===== src/rtl/obi_block_copier_pkg.sv =====
// obi_block_copier_pkg: FSM encoding and bus constants for the OBI block copier.
package obi_block_copier_pkg;

    typedef enum logic [2:0] {
        IDLE    = 3'd0,
        RD_REQ  = 3'd1,
        RD_WAIT = 3'd2,
        WR_REQ  = 3'd3,
        WR_WAIT = 3'd4,
        DONE    = 3'd5
    } copier_state_e;

    localparam int         WordBytes = 4;
    localparam logic [3:0] FullBe    = 4'hF;

endpackage


===== src/rtl/obi_pkg.sv =====
// obi_pkg: OBI request/response bundles shared by bus initiators and responders.
package obi_pkg;

    typedef struct packed {
        logic        req;
        logic        we;
        logic [3:0]  be;
        logic [31:0] addr;
        logic [31:0] wdata;
    } obi_req_t;

    typedef struct packed {
        logic        gnt;
        logic        rvalid;
        logic [31:0] rdata;
    } obi_resp_t;

endpackage


===== src/rtl/obi_block_copier.sv =====
// obi_block_copier: single-outstanding OBI initiator copying a block of words src -> dst.
// Optional OBI_COPY_FILL_EN adds pattern-fill transfers that skip the read phase.
module obi_block_copier
    import obi_pkg::*;
#(
    parameter int LenWidth  = 16,
    parameter int WordBytes = obi_block_copier_pkg::WordBytes
) (
    input  logic                clk_i,
    input  logic                rst_i,
    input  logic                start_i,
    input  logic [31:0]         src_addr_i,
    input  logic [31:0]         dst_addr_i,
    input  logic [LenWidth-1:0] len_words_i,
    input  logic                abort_i,
`ifdef OBI_COPY_FILL_EN
    input  logic                fill_i,
    input  logic [31:0]         fill_pattern_i,
`endif
    output logic                busy_o,
    output logic                done_o,
    output logic [LenWidth-1:0] words_done_o,
    output obi_req_t            master_req_o,
    input  obi_resp_t           master_resp_i
);
    import obi_block_copier_pkg::*;

    copier_state_e       state_q, state_d;
    logic [31:0]         src_q, dst_q, data_q, start_data;
    logic [LenWidth-1:0] len_q, words_done_q, words_next;
    logic                abort_q, fill_q, start_fill, start_go, wr_done;

`ifdef OBI_COPY_FILL_EN
    assign start_fill = fill_i;
    assign start_data = fill_pattern_i;
`else
    assign start_fill = 1'b0;
    assign start_data = '0;
`endif

    assign start_go     = state_q == IDLE && start_i;
    assign wr_done      = state_q == WR_WAIT && master_resp_i.rvalid;
    assign words_next   = words_done_q + LenWidth'(1);
    assign words_done_o = words_done_q;

    always_ff @(posedge clk_i) begin
        if (rst_i) state_q <= IDLE;
        else       state_q <= state_d;
    end

    always_comb begin
        state_d = state_q;
        case (state_q)
            IDLE:    if (start_i) state_d = (len_words_i == '0) ? DONE : (start_fill ? WR_REQ : RD_REQ);
            RD_REQ:  if (master_resp_i.gnt) state_d = RD_WAIT;
            RD_WAIT: if (master_resp_i.rvalid) state_d = WR_REQ;
            WR_REQ:  if (master_resp_i.gnt) state_d = WR_WAIT;
            WR_WAIT: if (master_resp_i.rvalid)
                         state_d = (words_next == len_q || abort_q || abort_i) ? DONE
                                 : (fill_q ? WR_REQ : RD_REQ);
            default: state_d = IDLE;
        endcase
    end

    // Abort is only latched while busy so a stale level in IDLE cannot kill the next transfer.
    always_ff @(posedge clk_i) begin
        if (rst_i) begin
            src_q        <= '0;
            dst_q        <= '0;
            data_q       <= '0;
            len_q        <= '0;
            words_done_q <= '0;
            abort_q      <= 1'b0;
            fill_q       <= 1'b0;
        end else if (start_go) begin
            src_q        <= src_addr_i & ~32'h3;
            dst_q        <= dst_addr_i & ~32'h3;
            data_q       <= start_data;
            len_q        <= len_words_i;
            words_done_q <= '0;
            abort_q      <= 1'b0;
            fill_q       <= start_fill;
        end else begin
            if (busy_o && abort_i) abort_q <= 1'b1;
            if (state_q == RD_WAIT && master_resp_i.rvalid) data_q <= master_resp_i.rdata;
            if (wr_done) begin
                words_done_q <= words_next;
                src_q        <= src_q + 32'(WordBytes);
                dst_q        <= dst_q + 32'(WordBytes);
            end
        end
    end

    always_comb begin
        master_req_o       = '0;
        master_req_o.req   = state_q == RD_REQ || state_q == WR_REQ;
        master_req_o.we    = state_q == WR_REQ;
        master_req_o.be    = master_req_o.req ? FullBe : 4'h0;
        master_req_o.addr  = state_q == WR_REQ ? dst_q : (state_q == RD_REQ ? src_q : 32'h0);
        master_req_o.wdata = state_q == WR_REQ ? data_q : 32'h0;
        busy_o             = state_q != IDLE && state_q != DONE;
        done_o             = state_q == DONE;
    end

endmodule


===== config.mk =====
export PLATFORM = sky130hd
export DESIGN_NAME = obi_block_copier
export DESIGN_NICKNAME = d
export VERILOG_FILES = /design/src/rtl/obi_block_copier_pkg.sv /design/src/rtl/obi_pkg.sv /design/src/rtl/obi_block_copier.sv
export SDC_FILE = /design/constraint.sdc
export NUM_CORES = 1
export LEC_CHECK = 0
export BUFFER_PORTS_ARGS = -buffer_cell sky130_fd_sc_hd__clkbuf_2
export CAP_MARGIN = 15
export CORE_MARGIN = 5
export CORE_UTILIZATION = 55
export CTS_CLUSTER_DIAMETER = 40
export CTS_CLUSTER_SIZE = 12
export DETAILED_ROUTE_END_ITERATION = 12
export PLACE_DENSITY_LB_ADDON = 0.08
export SYNTH_ARGS = -nofsm -noshare
export SYNTH_HDL_FRONTEND = slang
export SYNTH_SLANG_ARGS = --single-unit
export TNS_END_PERCENT = 10

===== constraint.sdc =====
create_clock -name clk_i -period 4.7 [get_ports clk_i]
set_clock_uncertainty 0.15 [all_clocks]
set_input_delay 0.94 -clock clk_i [delete_from_list [all_inputs] [get_ports clk_i]]
set_output_delay 0.94 -clock clk_i [all_outputs]
set_load 0.01 [all_outputs]

==> reports/summary.txt <==
grt ovf = 0
die width = 123 um
final WL = 18600 um
critical-path maximum fanout = 39
CP Launch Point = state_q[2]$_SDFFE_PP0P_
Final ANT Viol Nets = 0
hpwl dp = 13000 um
CP peak stage delay = 630 ps
Post-synth EDFFs = 0
Post-CTS Hold Buffers = 0
CTS Root Cell = clkbuf_16
RR Startpoint = state_q[2]$_SDFFE_PP0P_
first-pass GRT wire length = 29600 um
CTS tree = done
register area = 2560 um^2
RR Endpoint = src_q[29]$_SDFFE_PP0P_
R2R setup slack = 1870 ps
commonest cells after routing, fill and taps aside = clkbuf_2 (199), nand2_1 (134), nor2_1 (131), dfxtp_1 (127), a21oi_1 (54)
leakage = 3.48 nW
largest net degree at the start of global routing = 83
Vias = 6641
minimum clock period = 3450 ps
number of port buffers = 199
Final Slew Violations = 0
initial core utilization = 55.8%
Layout area overhead = 21.4%
ys flop type = dfxtp_1
final worst slack = 1250 ps
Core Area = 12500 um^2
Layout fillers = 1154
Final Hold Vio Count = 0
Min-Delay Endpoint = data_q[9]$_SDFFE_PP0P_
register area share after synthesis = 36.7%
area of the multi-input gates = 4090 um^2
drt pass-1 iters = 4
vias in the first global route = 6034
dpl ws = 1370 ps
synthesized area = 6990 um^2
routability cong. = 0.823
outcome = complete, no violations
CP max stage cell = dfxtp_1
H-tree depth = 4
die area = 15100 um^2
Crit path required time = 3610 ps
R2R cell count = 6
post-layout instance area = 8490 um^2
Syn Area/Cell = 7.85 um^2
Overall Global Routing Usage = 24.5%
total negative slack = 0 ps
post-DR wirelength/cell = 15.1 um
Post-DP Area = 7960 um^2
commonest non-fill, non-tap cell in the layout = clkbuf_2
Synth warnings = 0
drt drc = 0
total CTS buffers = 17
critical path cell sequence = nand2b_1, inv_1, or3_1, clkbuf_2
CP Class = flop to output port
type of element capturing the critical path = output port
Syn Inst Count = 891
Hold Startpoint = data_q[9]$_SDFFE_PP0P_
Clock transition at path regs = 50 ps
Post-CTS Resized = 0
Die H = 123 um
initial antenna violation count = 0
maxcap violations = 0
worst min path class = flop to flop
Slew Limit Headroom = 27.4%
Max VDD drop = 252 uV
Hold Path Cell Cnt = 2
final setup fails = 0
CTS max path bufs = 2
Post-CTS Setup Bufs = 0
RSZ-0062 raised after global routing = no
Least-Margin Pin Slew = 1090 ps
Row Count = 41
Nets = 1167
DRT iter0 DRCs = 498
fmax = 290 MHz
Clock Sinks = 128
I/O pin count = 206
Yosys reg bits = 128
fraction of layout cells with a size suffix above 1 = 24.7%
Worst setup SP type = flop
ys async rst share = 0%
vias per cell = 5.40
diodes inserted = 0
post-synth cell types = 56
final worst-path cycle share = 73.4%
CP arrival = 2360 ps
PD cells = 341 nW/um^2
clk_lat worst skew = 410 ps
[cells in the mapped netlist, types with 3 or more instances]
library cell	instances	area [um^2]
a41o_1	3	30.0
a211oi_2	4	50.1
or3_1	9	56.3
xnor2_1	34	298
and2_1	3	18.8
ha_1	3	37.5
a311oi_1	7	61.3
buf_2	5	25.0
nor3_1	9	45.0
nor2_1	131	492
xor2_1	49	429
clkbuf_1	51	191
mux2i_1	30	300
buf_1	6	22.5
nand2b_1	6	37.5
and3_1	41	257
o21ai_0	13	65.1
a21oi_1	54	270
a211oi_1	49	368
dfxtp_1	128	2560
nand2_1	134	503
nand3_1	28	140
buf_4	7	52.6
nand4_1	18	113
nor3_2	5	50.1
and4_1	3	26.3
nor2b_1	4	25.0
nor4_1	12	75.1
inv_1	11	41.3
[cells by family after synthesis]
group	share of synthesized area [%]
adders and majority gates	0.537
and+or+nand+nor	29.4
xor gates and xnor gates	10.4
muxes	4.30
DFF	36.7
other	0.0536
buffers and inverters	5.08
AOI/OAI and AO/OA	13.5
[state kept, by name, summed over array words and instances (netlist names)]
register,cells
state_q,3
words_done_o,16
abort_q,1
data_q,32
len_q,16
dst_q,30
src_q,30
[per-stage QoR]
stage	power, W	util, %	instances	hold WS [ps]
4_1_cts	0.00291	67.8	1230	300
6_report	0.00289	67.8	1230	298
2_1_floorplan	0.00159	-	892	282
3_3_place_gp	0.00174	63.6	1199	289
3_5_place_dp	0.00174	63.6	1199	293
5_1_grt	0.00303	67.8	1230	315
[cell type report]
class	count	share of cell area [%]
clock buffers	24	5.79
flip-flops and latches	128	30.2
inverters	11	0.486
clock inverters	7	0.413
well taps	172	2.53
multi-input cells	682	48.2
repair buffers	206	12.4
[worst max-delay path by stage]
| stage | to | cells past startpoint | slack, ps |
|---|---|---|---|
| 3_3_place_gp | data_q[25]$_SDFFE_PP0P_ | 5 | 1420 |
| 3_5_place_dp | data_q[0]$_SDFFE_PP0P_ | 5 | 1370 |
| 5_1_grt | busy_o | 4 | 1100 |
| 6_report | busy_o | 4 | 1250 |
| 2_1_floorplan | master_req_o[47] | 5 | 1990 |
| 4_1_cts | busy_o | 4 | 1260 |
[worst max-delay path: cells and delay by family (launching register included)]
kind	cells	cell delay, ps
AND/OR/NAND/NOR	2	740
flip-flops	1	630
buffers and inverters	2	560
[report_power, final]
part | switching [W] | total, W | internal [W]
Sequential | 0.0000991 | 0.00127 | 0.00117
Clock | 0.000451 | 0.00117 | 0.000719
Combinational | 0.000263 | 0.000454 | 0.000191
[per-layer routing]
layer | track usage [%] | wire length (um) | vias to the layer above
li1 | - | - | 3385
met1 | 33.2 | 8440 | 3030
met2 | 39.3 | 8760 | 198
met3 | 4.47 | 1040 | 28
met4 | 8.68 | 391 | 0
met5 | 0 | 0 | -
No activity file was read; power rests on OpenSTA's default activity.
